[src/rtl/gesture_pkg.sv]
// Shared types for the gesture pipeline: coordinate width, frame sequencer
// states and the palm geometry record passed from the palm finder downstream.
package gesture_pkg;

    localparam int COORD_W = 10;

    typedef enum logic [2:0] {
        IDLE,
        CLEAR,
        ARMED,
        ACTIVE,
        SETTLE,
        CAPTURE
    } state_t;

    typedef struct packed {
        logic [COORD_W-1:0] sr;
        logic [COORD_W-1:0] sc;
        logic [COORD_W-1:0] er;
        logic [COORD_W-1:0] ec;
        logic [COORD_W-1:0] w;
        logic [COORD_W-1:0] h;
    } palm_res_t;

endpackage

[src/rtl/palm_res_reg.sv]
// Palm result holding register: latches one frame's geometry, presents it
// with valid/ready, and counts frames lost because the previous result was
// still waiting for the consumer.
module palm_res_reg
    import gesture_pkg::*;
(
    input  logic       clk,
    input  logic       rst,
    input  logic       i_capture,
    input  palm_res_t  i_res,
    input  logic       i_found,
    input  logic       i_size_err,
    input  logic       i_ready,
    output logic       o_valid,
    output palm_res_t  o_res,
    output logic       o_found,
    output logic       o_size_err,
    output logic [7:0] o_drop_cnt
);

    logic       r_valid;
    palm_res_t  r_res;
    logic       r_found;
    logic       r_size_err;
    logic [7:0] r_drop_cnt;

    // A capture while an unacknowledged result is held is dropped; a
    // same-cycle ack frees the slot so the new result is taken instead.
    always_ff @(posedge clk) begin
        if (rst) begin
            r_valid    <= 1'b0;
            r_res      <= '0;
            r_found    <= 1'b0;
            r_size_err <= 1'b0;
            r_drop_cnt <= '0;
        end else if (i_capture && r_valid && !i_ready) begin
            if (r_drop_cnt != 8'hFF) begin
                r_drop_cnt <= r_drop_cnt + 8'd1;
            end
        end else if (i_capture) begin
            r_res      <= i_res;
            r_found    <= i_found;
            r_size_err <= i_size_err;
            r_valid    <= 1'b1;
        end else if (r_valid && i_ready) begin
            r_valid <= 1'b0;
        end
    end

    assign o_valid    = r_valid;
    assign o_res      = r_res;
    assign o_found    = r_found;
    assign o_size_err = r_size_err;
    assign o_drop_cnt = r_drop_cnt;

endmodule

[src/rtl/palm_frame_ctrl.sv]
// Frame-level sequencer for palm identification: clears the palm finder
// before each frame, gates its pixel strobe to exactly one frame, then
// captures the palm geometry and hands it downstream.
module palm_frame_ctrl
    import gesture_pkg::state_t;
    import gesture_pkg::palm_res_t;
    import gesture_pkg::COORD_W;
#(
    parameter int unsigned IMG_W      = 120,
    parameter int unsigned IMG_H      = 160,
    parameter int unsigned CLR_CYCLES = 4,
    parameter int unsigned SETTLE     = 2,
    parameter int unsigned MIN_WIDTH  = 18
)(
    input  logic               clk,
    input  logic               rst,
    input  logic               enable,
    input  logic               vsync_i,
    input  logic               de_i,
    output logic               pid_rst,
    output logic               pid_de,
    input  logic [COORD_W-1:0] pid_sr,
    input  logic [COORD_W-1:0] pid_sc,
    input  logic [COORD_W-1:0] pid_er,
    input  logic [COORD_W-1:0] pid_ec,
    input  logic [COORD_W-1:0] pid_w,
    input  logic [COORD_W-1:0] pid_h,
    output logic               res_valid,
    input  logic               res_ready,
    output logic [COORD_W-1:0] res_sr,
    output logic [COORD_W-1:0] res_sc,
    output logic [COORD_W-1:0] res_er,
    output logic [COORD_W-1:0] res_ec,
    output logic [COORD_W-1:0] res_w,
    output logic [COORD_W-1:0] res_h,
    output logic               res_found,
    output logic               res_size_err,
    output logic [7:0]         drop_cnt,
    output logic               busy
);

    localparam logic [14:0] FRAME_PIX = 15'(IMG_W * IMG_H);

    state_t      r_state;
    state_t      w_next;
    logic        r_vs_q;
    logic        w_vs_rise;
    logic [3:0]  r_cnt;
    logic [14:0] r_pix;
    logic        r_pend;
    logic        w_pid_rst;
    logic        w_pid_de;
    logic        w_count;
    logic        w_capture;
    logic        w_found;
    logic        w_size_err;
    palm_res_t   w_pid_res;
    palm_res_t   w_res;

    assign w_vs_rise = vsync_i & ~r_vs_q;

    // Next-state and per-state strobes; the frame is cut off on the pixel
    // that reaches FRAME_PIX so overflow pixels are never forwarded.
    always_comb begin
        w_next    = r_state;
        w_pid_rst = 1'b0;
        w_pid_de  = 1'b0;
        w_count   = 1'b0;
        w_capture = 1'b0;
        unique case (r_state)
            gesture_pkg::IDLE: begin
                w_pid_rst = 1'b1;
                if (w_vs_rise && enable) w_next = gesture_pkg::CLEAR;
            end
            gesture_pkg::CLEAR: begin
                w_pid_rst = 1'b1;
                if (r_cnt == 4'(CLR_CYCLES - 1)) w_next = gesture_pkg::ARMED;
            end
            gesture_pkg::ARMED: begin
                if (de_i) begin
                    w_pid_de = 1'b1;
                    w_count  = 1'b1;
                    w_next   = gesture_pkg::ACTIVE;
                end
            end
            gesture_pkg::ACTIVE: begin
                w_pid_de = de_i;
                w_count  = de_i;
                if (w_vs_rise || (de_i && r_pix == FRAME_PIX - 15'd1))
                    w_next = gesture_pkg::SETTLE;
            end
            gesture_pkg::SETTLE: begin
                if (r_cnt == 4'(SETTLE - 1)) w_next = gesture_pkg::CAPTURE;
            end
            gesture_pkg::CAPTURE: begin
                w_capture = 1'b1;
                w_next    = (r_pend && enable) ? gesture_pkg::CLEAR : gesture_pkg::IDLE;
            end
            default: w_next = gesture_pkg::IDLE;
        endcase
    end

    // State register, dwell counter, pixel counter and short-frame restart flag.
    always_ff @(posedge clk) begin
        if (rst) begin
            r_state <= gesture_pkg::IDLE;
            r_vs_q  <= 1'b0;
            r_cnt   <= '0;
            r_pix   <= '0;
            r_pend  <= 1'b0;
        end else begin
            r_state <= w_next;
            r_vs_q  <= vsync_i;
            r_cnt   <= (w_next != r_state) ? 4'd0 : r_cnt + 4'd1;
            if (w_next == gesture_pkg::CLEAR) begin
                r_pix <= '0;
            end else if (w_count) begin
                r_pix <= r_pix + 15'd1;
            end
            if (r_state == gesture_pkg::ACTIVE && w_vs_rise) begin
                r_pend <= 1'b1;
            end else if (r_state == gesture_pkg::CAPTURE) begin
                r_pend <= 1'b0;
            end
        end
    end

    assign w_pid_res  = '{sr: pid_sr, sc: pid_sc, er: pid_er, ec: pid_ec, w: pid_w, h: pid_h};
    assign w_found    = (pid_w >= COORD_W'(MIN_WIDTH));
    assign w_size_err = (r_pix != FRAME_PIX);

    palm_res_reg u_res (
        .clk        (clk),
        .rst        (rst),
        .i_capture  (w_capture),
        .i_res      (w_pid_res),
        .i_found    (w_found),
        .i_size_err (w_size_err),
        .i_ready    (res_ready),
        .o_valid    (res_valid),
        .o_res      (w_res),
        .o_found    (res_found),
        .o_size_err (res_size_err),
        .o_drop_cnt (drop_cnt)
    );

    assign pid_rst = w_pid_rst;
    assign pid_de  = w_pid_de;
    assign busy    = (r_state != gesture_pkg::IDLE);
    assign res_sr  = w_res.sr;
    assign res_sc  = w_res.sc;
    assign res_er  = w_res.er;
    assign res_ec  = w_res.ec;
    assign res_w   = w_res.w;
    assign res_h   = w_res.h;

endmodule

[config.mk]
export PLATFORM = sky130hd
export DESIGN_NAME = palm_frame_ctrl
export DESIGN_NICKNAME = d
export VERILOG_FILES = /design/src/rtl/gesture_pkg.sv /design/src/rtl/palm_res_reg.sv /design/src/rtl/palm_frame_ctrl.sv
export SDC_FILE = /design/constraint.sdc
export NUM_CORES = 1
export LEC_CHECK = 0
export ABC_AREA = 1
export BUFFER_PORTS_ARGS = -buffer_cell sky130_fd_sc_hd__buf_2
export CORE_UTILIZATION = 40
export CTS_BUF_LIST = sky130_fd_sc_hd__clkbuf_8
export DETAILED_ROUTE_END_ITERATION = 8
export MAX_ROUTING_LAYER = met4
export PLACE_DENSITY_LB_ADDON = 0.08
export SYNTH_ARGS = -nofsm -noshare
export SYNTH_HDL_FRONTEND = slang
export SYNTH_SLANG_ARGS = --single-unit
[constraint.sdc]
create_clock -name clk -period 1.74 [get_ports clk]
set_clock_uncertainty 0.15 [all_clocks]
set_input_delay 0.174 -clock clk [delete_from_list [all_inputs] [get_ports clk]]
set_output_delay 0.174 -clock clk [all_outputs]
set_load 0.01 [all_outputs]
==> run_results.csv, run 1 <==
group,metric,value,unit
yosys,netlist_top_cells_area,"dfxtp_1, nor2_1, o21ai_0, nand2_1, nor2_4",
placed_design,dp_hpwl,7090,microns
timing,max_slew_margin,68.32,%
critical_path,cpLargestDelayFamily,"buffers and inverters",
yosys,avgSynthCellArea,7.656,sq um
detailed_routing,drtPass1Iterations,4,
yosys,yosysTopAreaCell,"dfxtp_1",
timing,min_period_over_period,94.22,%
layout,finalNonFillerCells,867,
global_routing,gr-usage-all-layers,22.25,%
global_routing,antenna_found_initial,0,
yosys,synthDistinctLibCells,32,
yosys,ys_seq_elements,95,
critical_path,crit_cells,10,
critical_path,startpoint_type,"input port",
clock_network,clk_pin_slew,0.10,ns
timing,final-setup-viol-count,0,
critical_path,critical_path_class,"input port to flop",
placed_design,post-place-cells,788,
timing,max_slew.worst_pin.slew,0.4747,ns
critical_path,slowest_stage,"dlygate4sd3_1",
power,total_power,3.906,mW
timing,fin_ws,0.1005,ns
placed_design,pre_cts_ws,0.02085,ns
critical_path,slowest_delay,0.53,ns
yosys,synth_top_area_share,47.59,%
detailed_routing,via_per_inst,4.670,
critical_path,ff2ff_path_depth,11,
hold_path,hold_path_class,"input port to flop",
clock_network,cts_tree,"done",
clock_network,htree_levels,3,
yosys,synth_common_cells,"nor2_1, dfxtp_1, o21ai_0, nand2_1, inv_1",
detailed_routing,wirelength,11030,microns
layout,fillers,929,
global_routing,grt_max_degree,37,
critical_path,path_max_fanout,8,
yosys,synth_edf_count,0,
timing,rsz0062_at_grt,"true",
floorplan,ios,140,
global_routing,grt_first_pass_wirelength,17480,microns
job,drv_cap,0,
global_routing,grt_overflow,0,
critical_path,reg2reg_to,"r_pix[14]",
clock_network,clock_latency,0.35,ns
power,power.density,675.7,nW/um^2
layout,antenna_cells,0,
timing,timing.fmax,610.0,MHz
clock_network,cts_num_sinks,95,
critical_path,worst_ep_required_time,1.83,ns
layout,finalInstanceArea,5781,sq um
clock_network,clockBufferDepth,2,
placed_design,portBuffers,139,
timing,hold_viol,0,
critical_path,crit_start,"res_ready",
yosys,synth_cells,522,
yosys,syn_nets,593,
yosys,synth-async-reset-ratio,0,%
yosys,synth_seq_area_share,47.59,%
placed_design,gp_congestion,0.8680,
critical_path,crit_end,"u_res.o_drop_cnt[6]",
critical_path,r2r_slack,0.11,ns
timing,post-route-min-period,1.639,ns
timing,finalMaxSlewViolations,0,
floorplan,die_w,102.0,microns
detailed_routing,vias,4049,
layout,drive_above_1_share,29.84,%
power,power_leakage,2.731,nW
detailed_routing,drtIter0Drc,141,
floorplan,die_height,102.0,microns
floorplan,rows,36,
yosys,synth-main-ff-cell,"dfxtp_1",
critical_path,r2r_start,"r_pix[0]",
clock_network,post-cts-setup-buffer-count,0,
yosys,ys_warn_count,0,
placed_design,placed_area,4891,sq um
detailed_routing,drc_errors,0,
power,ir_drop,0.5393,mV
yosys,synthesis.area,3996,sq um
detailed_routing,ant_nets,0,
layout,area_growth,44.65,%
floorplan,initial_core_util,41.08,%
critical_path,critical_path_arrival,1.73,ns
layout,layout.nets,800,
floorplan,dieArea,10390,sq um
yosys,yosysMostFrequentCell,"nor2_1",
detailed_routing,wire_per_inst,12.72,microns
clock_network,root_buffer,"clkbuf_8",
timing,finalSetupTns,0,ns
critical_path,cp-end-kind,"flop",
critical_path,crit_chain,"dlygate4sd3_1, buf_2, nor2_2, inv_1, nor2_1, nand2_4, inv_2, nand2_1, o21ai_1, a21oi_1",
outcome,run_status,"complete, no violations",
global_routing,grt_pass1_vias,3762,
clock_network,numCtsBuffers,9,
floorplan,core,9729,sq um
critical_path,cp_num_buf_inv,4,
## state kept, by name, indices dropped and copies added (netlist names)
register / flops
u_res.o_res: 60
r_pix: 15
u_res.o_drop_cnt: 8
r_cnt: 4
r_state: 3
r_pend: 1
r_vs_q: 1
u_res.o_found: 1
u_res.o_size_err: 1
u_res.o_valid: 1
## layout make-up
type	instances	area [sq um]	area share [%]
multi-input cells	370	1926	33.31
well taps	133	166.4	2.879
flip-flops and latches	95	1906	32.97
clock inverters	5	32.53	0.5628
inverters	36	137.6	2.381
clock buffers	11	151.4	2.619
repair buffers	217	1461	25.28
## routing by layer
layer  routed length (microns)  track usage (%)
met1                      5057            27.89
met4                       107            7.363
met5                         0                -
met2                      5297            35.08
met3                       564            5.540
## what timing repair did
item | in CTS | in global routing
pin swaps | 0 | 3
gates resized for setup | 1 | 16
hold endpoints to repair | 63 | 0
setup endpoints to repair | 1 | 29
hold buffers | 62 | 0
gates cloned | 0 | 1
## worst min-delay path, stage by stage
cell and delay (ns):
buf_2 0.09, buf_4 0.19, nor2_1 0.06
## worst min-delay path by stage
stage | slack [ns] | startpoint | cells after the start | to
2_1_floorplan | 0.15 | vsync_i | 2 | r_vs_q
3_3_place_gp | 0.25 | pid_sc[8] | 3 | u_res.o_res[48]
3_5_place_dp | 0.25 | pid_ec[5] | 3 | u_res.o_res[25]
4_1_cts | 0.04 | rst | 3 | r_vs_q
5_1_grt | 0.07 | rst | 3 | r_state[0]
6_report | 0.05 | rst | 3 | r_vs_q
## where the power goes
| group | internal [mW] | switching (mW) | total (mW) |
|---|---|---|---|
| clock network | 0.593 | 0.773 | 1.37 |
| logic | 0.189 | 0.155 | 0.344 |
| registers | 2.18 | 0.0111 | 2.19 |
## cells in the final DEF (no fill, tap or decap), types with 13 or more instances in the layout
cell,netlist,routed
nor2_1,157,152
buf_2,12,139
dfxtp_1,95,92
o21ai_0,64,64
dlygate4sd3_1,0,62
nand2_1,50,49
inv_1,26,26
nor2_4,13,14
buf_4,1,14
a21oi_1,13,13
xor2_1,14,13
## through the flow
stage | hold slack [ns] | utilization [%]
global placement | 0.2456 | 50.27
detailed placement | 0.2512 | 50.27
floorplan | 0.1489 | -
finish | 0.04729 | 59.41
global route | 0.06540 | 59.41
CTS | 0.03896 | 58.63
## kinds of logic (layout without fill, tap and decap cells)
group / Yosys count / count (layout) / share of synthesized area, %
adder cells (fa/ha/maj): 5 / 5 / 1.565
flip-flops: 95 / 95 / 47.59
buffers and inverters: 58 / 269 / 6.262
AND/OR/NAND/NOR: 264 / 265 / 30.24
XOR/XNOR: 18 / 18 / 3.945
AO/OA/AOI/OAI: 82 / 82 / 10.39
(Power assumes the default switching activity.)
==> run 2: changes to the inputs <==
--- a/config.mk
+++ b/config.mk
@@ -7,6 +7,8 @@
 export LEC_CHECK = 0
 export ABC_AREA = 1
 export BUFFER_PORTS_ARGS = -buffer_cell sky130_fd_sc_hd__buf_2
+export CAP_MARGIN = 25
+export CORE_ASPECT_RATIO = 1.25
 export CORE_UTILIZATION = 40
 export CTS_BUF_LIST = sky130_fd_sc_hd__clkbuf_8
 export DETAILED_ROUTE_END_ITERATION = 8
==> run_results.csv, run 2 (synthesis gave the netlist of run 1 again) <==
group,metric,value,unit
outcome,run_status,"complete, no violations",
timing,max_slew_margin,69.06,%
detailed_routing,ant_nets,0,
placed_design,dp_hpwl,6998,microns
detailed_routing,drc_errors,0,
timing,final-setup-viol-count,0,
layout,final_common_cell,"nor2_1",
critical_path,r2r_start,"r_state[1]",
timing,finalSetupTns,0,ns
floorplan,core,9659,sq um
timing,timing.fmax,613.5,MHz
floorplan,initial_core_util,41.37,%
critical_path,slowest_stage,"dfxtp_1",
job,drv_cap,0,
detailed_routing,via_per_inst,4.666,
critical_path,critical_path_class,"flop to flop",
critical_path,cp_num_buf_inv,1,
detailed_routing,drtPass1Iterations,4,
power,ir_drop,0.4171,mV
critical_path,critical_path_arrival,1.73,ns
detailed_routing,vias,4017,
power,power_leakage,2.742,nW
placed_design,post-place-cells,784,
clock_network,cts_tree,"done",
timing,post-route-min-period,1.630,ns
timing,max_slew.worst_pin.slew,0.4636,ns
critical_path,crit_start,"r_state[1]",
timing,min_period_over_period,93.67,%
detailed_routing,wire_per_inst,12.38,microns
critical_path,ff2ff_path_depth,8,
critical_path,crit_chain,"buf_4, nand3_4, nor2_4, nand2_2, nor2_2, nand2_1, xor2_1, nor2_4",
critical_path,slowest_delay,0.35,ns
layout,finalInstanceArea,5749,sq um
clock_network,numCtsBuffers,9,
placed_design,gp_congestion,0.8554,
critical_path,worst_ep_required_time,1.84,ns
global_routing,grt_overflow,0,
timing,hold_viol,0,
clock_network,htree_levels,3,
global_routing,grt_pass1_vias,3914,
critical_path,r2r_slack,0.11,ns
layout,largest_reg_flops,60,
detailed_routing,wirelength,10660,microns
clock_network,cts_num_sinks,95,
detailed_routing,drtIter0Drc,131,
global_routing,grt_first_pass_wirelength,17740,microns
timing,finalMaxSlewViolations,0,
layout,drive_above_1_share,29.66,%
timing,fin_ws,0.1101,ns
floorplan,die_w,91.40,microns
global_routing,gr-usage-all-layers,21.79,%
critical_path,cp-end-kind,"flop",
layout,layout.nets,802,
placed_design,portBuffers,139,
power,power.density,665.2,nW/um^2
critical_path,crit_cells,8,
clock_network,clockBufferDepth,2,
floorplan,dieArea,10400,sq um
layout,layout_common_cells,"nor2_1, buf_2, dfxtp_1",
layout,finalNonFillerCells,861,
timing,whs,0.02416,ns
critical_path,startpoint_type,"flop",
critical_path,cpLargestDelayFamily,"simple AND/OR/NAND/NOR gates",
layout,area_growth,43.86,%
layout,final_core_util,59.52,%
critical_path,path_common_cell,"nor2_4",
power,total_power,3.824,mW
hold_path,min_delay_path_depth,3,
layout,fillers,879,
hold_path,holdCritStartpoint,"rst",
floorplan,rows,40,
floorplan,ios,140,
global_routing,grt_max_degree,63,
floorplan,die_height,113.8,microns
clock_network,root_buffer,"clkbuf_8",
placed_design,pre_cts_ws,0.08221,ns
layout,antenna_cells,0,
hold_path,hold_path_class,"input port to flop",
global_routing,antenna_found_initial,0,
placed_design,placed_area,4930,sq um
clock_network,clock_latency,0.35,ns
critical_path,path_max_fanout,6,
clock_network,clk_pin_slew,0.09,ns
run 2: cell types whose count changed in the layout (fill, tap and decap cells not counted), moves of 2 or more:
cell | previous run | this run
nand2_8 | 2 | 0
dfxtp_2 | 3 | 6
dfxtp_1 | 92 | 89
inv_1 | 26 | 28
nor2_1 | 152 | 154
buf_12 | 2 | 4
run 2: layout make-up:
class                   count  area (sq um)  share of cell area (%)
clock inverters             5         27.53                  0.4788
inverters                  36         137.6                   2.394
flip-flops and latches     95          1909                   33.21
well taps                 126         157.7                   2.742
repair buffers            220          1513                   26.31
clock buffers              10         137.6                   2.394
multi-input cells         369          1867                   32.47
run 2: timing repair:
item | CTS | global route
hold endpoints to repair | 63 | 0
setup endpoints to repair | 0 | 59
setup buffers | 0 | 0
hold buffers | 62 | 0
gates resized for setup | 0 | 13
run 2: power breakdown:
group,total (mW),switching (mW),internal [mW]
sequential,2.20,0.0113,2.18
clock,1.28,0.740,0.539
combinational,0.349,0.145,0.204
run 2: per-layer routing:
layer / share of wire [%] / vias to the layer above / track usage [%]
li1: - / 2083 / -
met1: 45 / 1798 / 26.26
met2: 48 / 113 / 35.69
met3: 4.2 / 23 / 3.533
met4: 2.4 / 0 / 10.16
met5: 0 / - / -
run 2: path summary, 6_finish.rpt:
kind | end
worst min-delay path | u_res.o_drop_cnt[4]
worst max register to register | r_pix[13]
worst min register to register | r_cnt[0]
worst max-delay path | r_pix[13]
run 2: worst reg2reg max path, cell delays in order, from the launching register on:
cell and delay, ns:
dfxtp_1 0.35, buf_4 0.16, nand3_4 0.13, nor2_4 0.15, nand2_2 0.09, nor2_2 0.14, nand2_1 0.08, xor2_1 0.23
nor2_4 0.05
